`config.mk`:
```
export PLATFORM = sky130hd
export DESIGN_NAME = intadd_acc8_flat
export DESIGN_NICKNAME = d
export VERILOG_FILES = /design/src/rtl/intadd_acc8_if.sv /design/src/rtl/intadd_acc8.sv /design/src/flat_wrapper.sv
export SDC_FILE = /design/constraint.sdc
export NUM_CORES = 1
export LEC_CHECK = 0
export ABC_AREA = 0
export BUFFER_PORTS_ARGS = -buffer_cell sky130_fd_sc_hd__buf_2
export CORE_AREA = 2 2 481 244
export DETAILED_ROUTE_END_ITERATION = 10
export DIE_AREA = 0 0 483 246
export RECOVER_POWER = 25
export SYNTH_ARGS = -nofsm -noshare
export SYNTH_HDL_FRONTEND = slang
export SYNTH_SLANG_ARGS = --single-unit
```
`constraint.sdc`:
```
create_clock -name clk -period 5.35 [get_ports clk]
set_clock_uncertainty 0.1 [all_clocks]
set_input_delay 1.07 -clock clk [delete_from_list [all_inputs] [get_ports clk]]
set_output_delay 1.07 -clock clk [all_outputs]
set_load 0.01 [all_outputs]
```
`src/rtl/intadd_acc8_if.sv`:
```
// Handshake bundle for intadd_acc8: nibble-split input beats in, packed lane beats out.
// The slave modport is the accumulator's view; master is the upstream/downstream side.
interface intadd_acc8_if #(
  parameter int LANES = 32,
  parameter int CNT_W = 8
);
  logic                 in_valid;
  logic                 in_ready;
  logic [4*LANES-1:0]   in_lo;
  logic [4*LANES-1:0]   in_hi;
  logic                 in_sign;
  logic                 in_last;
  logic                 out_valid;
  logic                 out_ready;
  logic [4*LANES-1:0]   out_data;
  logic                 out_beat;
  logic [CNT_W-1:0]     out_cnt;
  logic [LANES-1:0]     sat_mask;

  modport slave (
    input  in_valid, in_lo, in_hi, in_sign, in_last, out_ready,
    output in_ready, out_valid, out_data, out_beat, out_cnt, sat_mask
  );

  modport master (
    output in_valid, in_lo, in_hi, in_sign, in_last, out_ready,
    input  in_ready, out_valid, out_data, out_beat, out_cnt, sat_mask
  );
endinterface

```
`src/rtl/intadd_acc8.sv`:
```
// Rebuilds 8-bit lanes from split nibbles, saturating-accumulates a group, drains as two beats.
// Define INTADD_ACC8_SAT_STATUS_EN to track per-lane clamps in sat_mask; otherwise it is tied to 0.
module intadd_acc8 #(
  parameter int LANES = 32,
  parameter int CNT_W = 8
) (
  input  logic          clk,
  input  logic          rst_n,
  intadd_acc8_if.slave  bus
);
  localparam int HALF = LANES / 2;

  typedef enum logic [1:0] {IDLE, ACC, DRAIN0, DRAIN1} state_e;

  function automatic logic [7:0] sat_add(input logic [7:0] a, input logic [7:0] b,
                                         input logic sgn);
    logic [8:0] s;
    if (sgn) begin
      s = {a[7], a} + {b[7], b};
      if (s[8] != s[7]) return s[8] ? 8'h80 : 8'h7F;
    end else begin
      s = {1'b0, a} + {1'b0, b};
      if (s[8]) return 8'hFF;
    end
    return s[7:0];
  endfunction

  state_e                  state_q, state_d;
  logic [LANES-1:0][7:0]   acc_q, acc_d;
  logic [CNT_W-1:0]        cnt_q, cnt_d;
  logic                    sign_q, sign_d;
  logic                    out_valid_q, out_valid_d;
  logic                    out_beat_q, out_beat_d;
  logic [8*HALF-1:0]       out_data_q, out_data_d;
  logic [LANES-1:0][7:0]   sum_lane;
  logic                    first_beat;
  logic                    eff_sign;
  logic                    in_ready;
  logic                    accept;

  assign in_ready   = (state_q == IDLE) || (state_q == ACC);
  assign accept     = bus.in_valid && in_ready;
  // The first beat of a group starts from zero and uses the incoming sign; later beats use the latched one.
  assign first_beat = (state_q == IDLE);
  assign eff_sign   = first_beat ? bus.in_sign : sign_q;

  always_comb begin
    for (int i = 0; i < LANES; i++) begin
      sum_lane[i] = sat_add(first_beat ? 8'h00 : acc_q[i],
                            {bus.in_hi[4*i +: 4], bus.in_lo[4*i +: 4]}, eff_sign);
    end
  end

`ifdef INTADD_ACC8_SAT_STATUS_EN
  function automatic logic sat_hit(input logic [7:0] a, input logic [7:0] b, input logic sgn);
    logic [8:0] s;
    if (sgn) begin
      s = {a[7], a} + {b[7], b};
      return s[8] != s[7];
    end
    s = {1'b0, a} + {1'b0, b};
    return s[8];
  endfunction

  logic [LANES-1:0] lane_sat;
  logic [LANES-1:0] sat_q, sat_d;

  always_comb begin
    for (int i = 0; i < LANES; i++) begin
      lane_sat[i] = sat_hit(first_beat ? 8'h00 : acc_q[i],
                            {bus.in_hi[4*i +: 4], bus.in_lo[4*i +: 4]}, eff_sign);
    end
  end

  always_comb begin
    sat_d = sat_q;
    if (accept) begin
      sat_d = first_beat ? lane_sat : (sat_q | lane_sat);
    end else if (state_q == DRAIN1 && bus.out_ready) begin
      sat_d = '0;
    end
  end

  always_ff @(posedge clk or negedge rst_n) begin
    if (!rst_n) sat_q <= '0;
    else        sat_q <= sat_d;
  end

  assign bus.sat_mask = sat_q;
`else
  assign bus.sat_mask = '0;
`endif

  // NOTE: next-state logic uses blocking assignments with a default for every target first,
  // so no path through the case leaves a variable unassigned and no latch is inferred.
  always_comb begin
    state_d     = state_q;
    acc_d       = acc_q;
    cnt_d       = cnt_q;
    sign_d      = sign_q;
    out_valid_d = out_valid_q;
    out_beat_d  = out_beat_q;
    out_data_d  = out_data_q;
    case (state_q)
      IDLE, ACC: begin
        if (accept) begin
          acc_d  = sum_lane;
          sign_d = eff_sign;
          if (first_beat)             cnt_d = CNT_W'(1);
          else if (cnt_q != '1)       cnt_d = cnt_q + CNT_W'(1);
          if (bus.in_last) begin
            state_d     = DRAIN0;
            out_valid_d = 1'b1;
            out_beat_d  = 1'b0;
            out_data_d  = sum_lane[HALF-1:0];
          end else begin
            state_d = ACC;
          end
        end
      end
      DRAIN0: begin
        if (bus.out_ready) begin
          state_d    = DRAIN1;
          out_beat_d = 1'b1;
          out_data_d = acc_q[LANES-1:HALF];
        end
      end
      DRAIN1: begin
        if (bus.out_ready) begin
          state_d     = IDLE;
          out_valid_d = 1'b0;
          out_beat_d  = 1'b0;
          out_data_d  = '0;
          acc_d       = '0;
          cnt_d       = '0;
        end
      end
      default: state_d = IDLE;
    endcase
  end

  // NOTE: the accumulator array is reset (not just the state) because a reset mid-group
  // must discard the partial sums; sequential state is updated with non-blocking assignments.
  always_ff @(posedge clk or negedge rst_n) begin
    if (!rst_n) begin
      state_q     <= IDLE;
      acc_q       <= '0;
      cnt_q       <= '0;
      sign_q      <= 1'b0;
      out_valid_q <= 1'b0;
      out_beat_q  <= 1'b0;
      out_data_q  <= '0;
    end else begin
      state_q     <= state_d;
      acc_q       <= acc_d;
      cnt_q       <= cnt_d;
      sign_q      <= sign_d;
      out_valid_q <= out_valid_d;
      out_beat_q  <= out_beat_d;
      out_data_q  <= out_data_d;
    end
  end

  assign bus.in_ready  = in_ready;
  assign bus.out_valid = out_valid_q;
  assign bus.out_beat  = out_beat_q;
  assign bus.out_data  = out_data_q;
  assign bus.out_cnt   = cnt_q;
endmodule
```
`src/flat_wrapper.sv`:
```
// flat-port wrapper written by rule: the top's interface ports become plain ports
module intadd_acc8_flat 
#(
  parameter int LANES = 32,
  parameter int CNT_W = 8
)
  (clk, rst_n, bus_in_valid, bus_in_lo, bus_in_hi, bus_in_sign, bus_in_last, bus_out_ready, bus_in_ready, bus_out_valid, bus_out_data, bus_out_beat, bus_out_cnt, bus_sat_mask);
  intadd_acc8_if #(.LANES(LANES), .CNT_W(CNT_W)) bus_i ();
  input  logic clk;
  input  logic rst_n;
  input wire logic [$bits(bus_i.in_valid)-1:0] bus_in_valid;
  input wire logic [$bits(bus_i.in_lo)-1:0] bus_in_lo;
  input wire logic [$bits(bus_i.in_hi)-1:0] bus_in_hi;
  input wire logic [$bits(bus_i.in_sign)-1:0] bus_in_sign;
  input wire logic [$bits(bus_i.in_last)-1:0] bus_in_last;
  input wire logic [$bits(bus_i.out_ready)-1:0] bus_out_ready;
  output wire logic [$bits(bus_i.in_ready)-1:0] bus_in_ready;
  output wire logic [$bits(bus_i.out_valid)-1:0] bus_out_valid;
  output wire logic [$bits(bus_i.out_data)-1:0] bus_out_data;
  output wire logic [$bits(bus_i.out_beat)-1:0] bus_out_beat;
  output wire logic [$bits(bus_i.out_cnt)-1:0] bus_out_cnt;
  output wire logic [$bits(bus_i.sat_mask)-1:0] bus_sat_mask;
  assign bus_i.in_valid = bus_in_valid;
  assign bus_i.in_lo = bus_in_lo;
  assign bus_i.in_hi = bus_in_hi;
  assign bus_i.in_sign = bus_in_sign;
  assign bus_i.in_last = bus_in_last;
  assign bus_i.out_ready = bus_out_ready;
  assign bus_in_ready = bus_i.in_ready;
  assign bus_out_valid = bus_i.out_valid;
  assign bus_out_data = bus_i.out_data;
  assign bus_out_beat = bus_i.out_beat;
  assign bus_out_cnt = bus_i.out_cnt;
  assign bus_sat_mask = bus_i.sat_mask;
  intadd_acc8 #(.LANES(LANES), .CNT_W(CNT_W)) u_core (.clk(clk), .rst_n(rst_n), .bus(bus_i));
endmodule
```
==> results by group, run 1 <==
Floorplan
  – Initial Util: 0.289
  – Site row count: a little under 90
  – Core Area: 115000 sq um
  – # IOs: 433
  – Die Area: 119000 sq um
  – Chip height: 246 um
  – Die width: ~480 um

Global route
  – Largest net degree at the start of global routing: 115
  – Vias in the first global route: 29900
  – Initial antenna violation count: 35
  – All-layer global routing usage: 0.207
  – GR Overflow Total: 0
  – First-pass GRT wire length: 191 mm

Routing
  – Drt via density: 5.41
  – Initial DRC Count: 2945
  – Drt total wl: 127 mm
  – Routed Antenna Nets: 0
  – Count of TritonRoute iterations in the first routing pass: 6
  – Routed vias: 32200
  – Drt wl/cell: 21.3 um
  – DRC: 0

Synthesis
  – Synth top area share: 0.300
  – Synth Instances: between 4000 and 5000
  – Ys flop type: dfrtp_1
  – Synthesized area per cell: 8.11 sq um
  – Synth top area cells: dfrtp_1 30%, ha_1 9.7%, nand2_1 5.6%
  – Seq/Total Area, Yosys: 0.300
  – Mapped cell area: 33100 sq um
  – Synth Register Bits: 397
  – EDFF count, synth: 0
  – Ys Warns: 0
  – FFs w/ async S/R, synth: 1.00
  – Largest area contributor in the netlist: dfrtp_1
  – Distinct cell type count after synthesis: approximately 110

Clocking
  – Reg clk slew, reported paths: around 0.07 ns
  – Clock buffer count from CTS: 46
  – Root buffer cell: clkbuf_16
  – Post-CTS Resized: 0
  – Clock sinks: 397
  – Clk_lat worst skew: roughly 0.64 ns
  – CTS Hold Buffers Added: 0
  – CTS tree: done
  – CTS Buffer Depth: 3
  – CTS H-Tree Depth: 2
  – Post-CTS Setup Inserts: 0

Place
  – PortBufs: 400
  – Dpl cells: 5860
  – Routability cong.: 0.905
  – Placed wire-length estimate: 93.3 mm
  – Placed instance area: 36700 sq um

Worst setup path
  – Worst setup EP type: flop
  – Worst Setup Start Kind: flop
  – CP required: between 5 and 6 ns
  – Max FO, Critical Path: 85
  – Crit path DAT: 4.58 ns
  – Kind of critical path: flop to flop

Timing
  – Post-route setup TNS: 0 ns
  – RSZ-0062 raised after global routing: no
  – Min Tclk post-route: roughly 4.2 ns
  – Tcrit/Tclk final: 0.779
  – Max-slew headroom: -1.02
  – Final Hold Viols: 0
  – Final setup fails: 0
  – Worst-margin pin slew: 3.03 ns
  – Achievable Freq: 240 MHz
  – Slew Limit Fails: between 90 and 100

Flow run
  – Maxcap violations: 1

Power
  – Pint: between 10 and 15 mW
  – P per Cell Area: 731 nW/um^2
  – Clk network pwr share: 0.122
  – Combinational power share: 0.678
  – Switching pwr: 14.2 mW
  – Sequential power share: 0.200
  – Max rail drop VDD: 0.501 mV
  – P_leak: 17.5 nW
  – Switching share of total power: 0.509

Final layout
  – Final cell count without fillers: 5950
  – Fillers: 12100
  – Area grow syn2layout: 15.5%
  – Share of cells above drive strength 1: 0.139
  – Final instance area: around 38000 sq um
  – Fin util: 0.334
  – Post-layout nets: 4929

Min path
  – Worst Hold Class: flop to flop

Status
  – Violated checks: max-capacitance violations, max-slew violations
  – Status: finished with violations
-- registers in the layout (all words and copies together), names as in the netlist --
signal and flops:
u_core.acc_q 256, u_core.bus.out_beat 1, u_core.bus.out_cnt 8, u_core.bus.out_data 128, u_core.bus.out_valid 1, u_core.sign_q 1
u_core.state_q 2
-- stage by stage --
step	setup WS (ns)	hold WS (ns)	power, mW
after global routing	0.902	0.386	30.5
after floorplan	1.28	0.340	18.8
final	1.18	0.372	28.0
after detailed placement	1.36	0.359	24.3
after global placement	1.42	0.353	24.0
after CTS	1.35	0.374	27.9
-- cell type report --
type	count	area, sq um	area share
diodes	6	15.0	0.000392
repair buffers	449	2530	0.0661
well taps	1530	1910	0.0500
inverters	152	571	0.0149
clock inverters	25	267	0.00697
flip-flops and latches	397	9940	0.260
multi-input cells	3332	21700	0.568
clock buffers	59	1280	0.0335
-- power by group through the flow --
stage	Sequential, mW	Clock [mW]	Combinational (mW)
after floorplan	5.40	0	13.4
after global placement	5.59	0	18.4
after detailed placement	5.59	0	18.7
after CTS	5.56	3.52	18.8
after global routing	5.75	3.63	21.1
final	5.59	3.41	19.0
-- kinds of logic after synthesis --
group                    Yosys count  share of synthesized area
flip-flops                       397                      0.300
AND/OR/NAND/NOR                 1556                      0.228
multiplexers                      34                     0.0105
other                              1                   0.000113
adder cells (fa/ha/maj)          303                      0.121
XOR/XNOR                         118                     0.0312
buffers and inverters            386                     0.0497
AO/OA/AOI/OAI                   1289                      0.260
-- Yosys cell counts, types with 30 or more instances --
| cell | count |
|---|---|
| a211oi_1 | 82 |
| a21o_1 | 56 |
| a21oi_1 | 276 |
| a221o_1 | 30 |
| a22oi_1 | 62 |
| a31oi_1 | 35 |
| and2_1 | 241 |
| and3_1 | 37 |
| buf_4 | 33 |
| clkbuf_1 | 156 |
| dfrtp_1 | 397 |
| fa_1 | 32 |
| ha_1 | 257 |
| inv_1 | 151 |
| nand2_1 | 490 |
| nand2b_1 | 75 |
| nand3_1 | 103 |
| nor2_1 | 346 |
| nor2b_1 | 38 |
| nor3_1 | 67 |
| o211ai_1 | 41 |
| o21a_1 | 61 |
| o21ai_0 | 311 |
| o21bai_1 | 31 |
| xnor2_1 | 79 |
| xor2_1 | 39 |
-- cell usage in the layout (no fill, tap or decap), drive strengths merged, types with 14 or more instances in the layout --
cell    synthesis  layout
a211o          16      16
a211oi         83      83
a21o           56      56
a21oi         276     276
a221o          30      30
a22o           20      20
a22oi          62      62
a31oi          36      36
a32oi          15      15
and2          246     246
and3           37      37
buf            77     444
clkbuf        157      64
conb            1      32
dfrtp         397     397
fa             32      32
ha            257     257
inv           152     160
maj3           14      14
mux2i          29      29
nand2         491     491
nand2b         75      75
nand3         103     103
nand4          25      25
nor2          348     348
nor2b          38      38
nor3           69      69
nor4           18      18
o211ai         41      41
o21a           61      61
o21ai         331     331
o21bai         32      32
o221ai         16      16
o22ai          24      24
o31a           17      17
o31ai          22      22
or2            28      28
or3            25      25
xnor2          79      79
xor2           39      39
-- path summary, 6_finish.rpt --
path | startpoint | to | slack (ns) | cells past startpoint
max | u_core.state_q[1]$_DFFE_PN0P_ | u_core.bus.out_data[78]$_DFFE_PN0P_ | 1.18 | 13
min | u_core.acc_q[78]$_DFFE_PN0P_ | u_core.acc_q[78]$_DFFE_PN0P_ | 0.37 | 2
max reg2reg | u_core.state_q[1]$_DFFE_PN0P_ | u_core.bus.out_data[78]$_DFFE_PN0P_ | 1.18 | 13
min reg2reg | u_core.acc_q[78]$_DFFE_PN0P_ | u_core.acc_q[78]$_DFFE_PN0P_ | 0.37 | 2
max in group asynchronous | rst_n | u_core.acc_q[220]$_DFFE_PN0P_ | 1.53 | 2
min in group asynchronous | rst_n | u_core.acc_q[86]$_DFFE_PN0P_ | 1.27 | 1
-- worst max-delay path, cell delays in order (launching register included) --
cell	delay, ns
dfrtp_2	0.56
or2_4	0.25
buf_12	0.29
and2_1	0.20
ha_1	0.18
inv_1	0.06
fa_1	0.40
nand2b_1	0.21
a21o_1	0.22
a211oi_1	0.52
a21oi_1	0.14
nor4_1	0.40
o21ai_0	0.16
nor3b_1	0.17
-- per-layer routing --
metal / global-route usage / share of wire / up-vias / wire, um
li1: - / - / 15400 / -
met4: 0.0387 / 0.019 / 6 / 2420
met1: 0.321 / 0.51 / 15600 / 64000
met2: 0.296 / 0.40 / 1123 / 51200
met5: 0 / 0.00032 / - / 41
met3: 0.0364 / 0.071 / 170 / 9020
Note: power is estimated with default switching activity, not from simulation.
==> run 2, diff against run 1 <==
Clock period 5.35 ns to 4.1 ns, I/O delays scaled along.
==> run 2 against run 1 <==
The run still ends with max-capacitance violations, max-slew violations left. Utilization grew 0.19 points. Clock-buffer cell count is 6 lower. Cell area up 0.58%. Via count is 0.47% higher. Flip-flop and latch count unchanged. First-iteration DRC count barely moved. Worst setup slack worse by 0.84 ns. Critical path depth stayed put. Hold slack improved by 0.00071 ns. Largest power group unchanged.
==> results by group, run 2 (synthesis results as in run 1) <==
Routing
  – Initial DRC Count: around 2900
  – DRC: 0
  – Drt wl/cell: 21.1 um
  – Drt via density: 5.41
  – Count of TritonRoute iterations in the first routing pass: 6
  – Routed Antenna Nets: 0
  – Drt total wl: 126 mm
  – Routed vias: 32400

Global route
  – Largest net degree at the start of global routing: 99
  – Initial antenna violation count: 31
  – All-layer global routing usage: 0.205
  – GR Overflow Total: 0
  – First-pass GRT wire length: about 190 mm
  – Vias in the first global route: 30200

Final layout
  – Fillers: 12100
  – Share of cells above drive strength 1: 0.143
  – Post-layout nets: 4957
  – Area grow syn2layout: 16.1%
  – Final cell count without fillers: between 5000 and 6000
  – Max reg flops: 256
  – Most common cell after layout, fill and taps aside: nand2_1
  – Commonest cells after routing, fill and taps aside: 486 x nand2_1, 399 x buf_2, 395 x dfrtp_1
  – Area occupied by multi-input gates: ~22000 sq um
  – Most flops, register: u_core.acc_q
  – Storage cell area: roughly 9900 sq um

Floorplan
  – Chip height: 246 um
  – Die width: between 400 and 500 um
  – Initial Util: 0.289
  – Core Area: 115000 sq um
  – # IOs: roughly 430
  – Die Area: around 120000 sq um
  – Site row count: 88

Timing
  – Min Tclk post-route: between 3 and 4 ns
  – Tcrit/Tclk final: 0.918
  – Final setup fails: 0
  – Slew Limit Fails: 96
  – Final Hold Viols: 0
  – Hold slack final: 0.373 ns
  – Post-route setup TNS: 0 ns
  – Achievable Freq: 266 MHz
  – RSZ-0062 raised after global routing: no
  – Max-slew headroom: -0.993
  – Worst-margin pin slew: 2.99 ns

Min path
  – Min-Delay Path Depth: 2
  – Worst hold start: u_core.acc_q[39]$_DFFE_PN0P_
  – Min-Delay Endpoint: u_core.acc_q[39]$_DFFE_PN0P_
  – Worst Hold Class: flop to flop

Power
  – P_leak: 17.6 nW
  – Pint: around 18 mW
  – Clk network pwr share: 0.120
  – Combinational power share: 0.682
  – P per Cell Area: between 900 and 1000 nW/um^2
  – Sequential power share: 0.198
  – Switching pwr: 18.5 mW
  – Max rail drop VDD: 0.534 mV
  – Switching share of total power: 0.507

Worst setup path
  – Critical-path cell list: or2_4 -> buf_12 -> and2_1 -> ha_1 -> inv_1 -> fa_1 -> nor2b_1 -> o311ai_0 -> a31oi_1 -> nor2_1 -> o211ai_1 -> o21ai_0 -> a211oi_1
  – Kind of critical path: flop to flop
  – CP required: roughly 4.5 ns
  – Worst reg2reg path startpoint: u_core.state_q[0]$_DFFE_PN0P_
  – Bufs and invs on worst path: 2
  – Max stage delay on crit path: about 0.79 ns
  – Critical path depth: 13
  – CP max-delay cell: a31oi_1
  – Delay-heaviest family, CP: compound AO/OA/AOI/OAI gates
  – Worst Setup Start Kind: flop
  – Setup slack, reg-to-reg: 0.34 ns
  – RR Endpoint: u_core.bus.out_data[82]$_DFFE_PN0P_
  – Crit path DAT: 4.20 ns
  – Worst setup EP type: flop
  – Max FO, Critical Path: 36
  – Reg2Reg Depth: 13

Place
  – Placed wire-length estimate: roughly 94 mm
  – Dpl cells: 5889
  – PortBufs: 400
  – Routability cong.: 0.893

Clocking
  – Root buffer cell: clkbuf_16
  – CTS Buffer Depth: 3
  – Reg clk slew, reported paths: 0.07 ns
  – Clock buffer count from CTS: 45
  – Clock sinks: 397
  – Post-CTS Setup Inserts: 0
  – CTS H-Tree Depth: 2
  – Clk_lat worst skew: 0.63 ns
  – CTS tree: done

Status
  – Violated checks: max-capacitance violations, max-slew violations
  – Status: finished with violations

Flow run
  – Maxcap violations: 1
## run 2: cell types whose count changed in the layout (fill, tap and decap cells not counted), sizes merged
cell | before | now
clkbuf | 64 | 67
clkinv | 9 | 12
buf | 444 | 464
diode | 6 | 10
inv | 160 | 161
clkinvlp | 5 | 4
## run 2: final cells by class
cell class,instances,area share
sequential,397,0.258
tap,1530,0.0498
inverter,152,0.0148
clock buffer,53,0.0319
clock inverter,28,0.00758
timing repair buffer,478,0.0718
antenna,10,0.000650
multi-input combinational,3332,0.565
## run 2: worst max-delay path by stage
stage / startpoint / to / slack, ns
detailed placement: u_core.state_q[1]$_DFFE_PN0P_ / u_core.acc_q[138]$_DFFE_PN0P_ / 0.32
CTS: u_core.state_q[0]$_DFFE_PN0P_ / u_core.acc_q[139]$_DFFE_PN0P_ / 0.26
finish: u_core.state_q[0]$_DFFE_PN0P_ / u_core.bus.out_data[82]$_DFFE_PN0P_ / 0.34
floorplan: u_core.state_q[1]$_DFFE_PN0P_ / u_core.acc_q[38]$_DFFE_PN0P_ / 0.03
global placement: u_core.state_q[1]$_DFFE_PN0P_ / u_core.acc_q[138]$_DFFE_PN0P_ / 0.35
global route: u_core.state_q[0]$_DFFE_PN0P_ / u_core.bus.out_data[82]$_DFFE_PN0P_ / 0.03
## run 2: power by group through the flow
stage / clock [mW] / combinational [mW] / sequential [mW]
2_1_floorplan: 0 / 17.5 / 7.05
3_3_place_gp: 0 / 24.2 / 7.26
3_5_place_dp: 0 / 24.6 / 7.26
4_1_cts: 4.51 / 24.7 / 7.22
5_1_grt: 4.67 / 27.8 / 7.45
6_report: 4.38 / 25.0 / 7.25
## run 2: through the flow
step                      area (sq um)   util  total power [mW]  worst slack [ns]
after floorplan                  33200      -              24.6            0.0289
after global placement           37000  0.323              31.5             0.349
after detailed placement         37000  0.323              31.9             0.318
after CTS                        38500  0.336              36.5             0.258
after global routing             38500  0.336              39.9            0.0252
final                            38500  0.336              36.6             0.338
## run 2: tightest hold or removal path, stage by stage, from the launching register on
cell,delay [ns]
dfrtp_1,0.34
nand2_1,0.04
o21ai_0,0.06
## run 2: what timing repair did
item                                    4_1_cts  5_1_grt
gates resized for setup                       0        1
endpoints found under the setup margin        0        6
hold buffers                                  0        0
## run 2: per-layer routing
layer / vias up / GRT usage / wire [um]
li1: 15400 / - / -
met1: 15600 / 0.311 / 62000
met2: 1179 / 0.283 / 50200
met3: 154 / 0.0533 / 11000
met4: 14 / 0.0507 / 2610
met5: - / 0 / 82
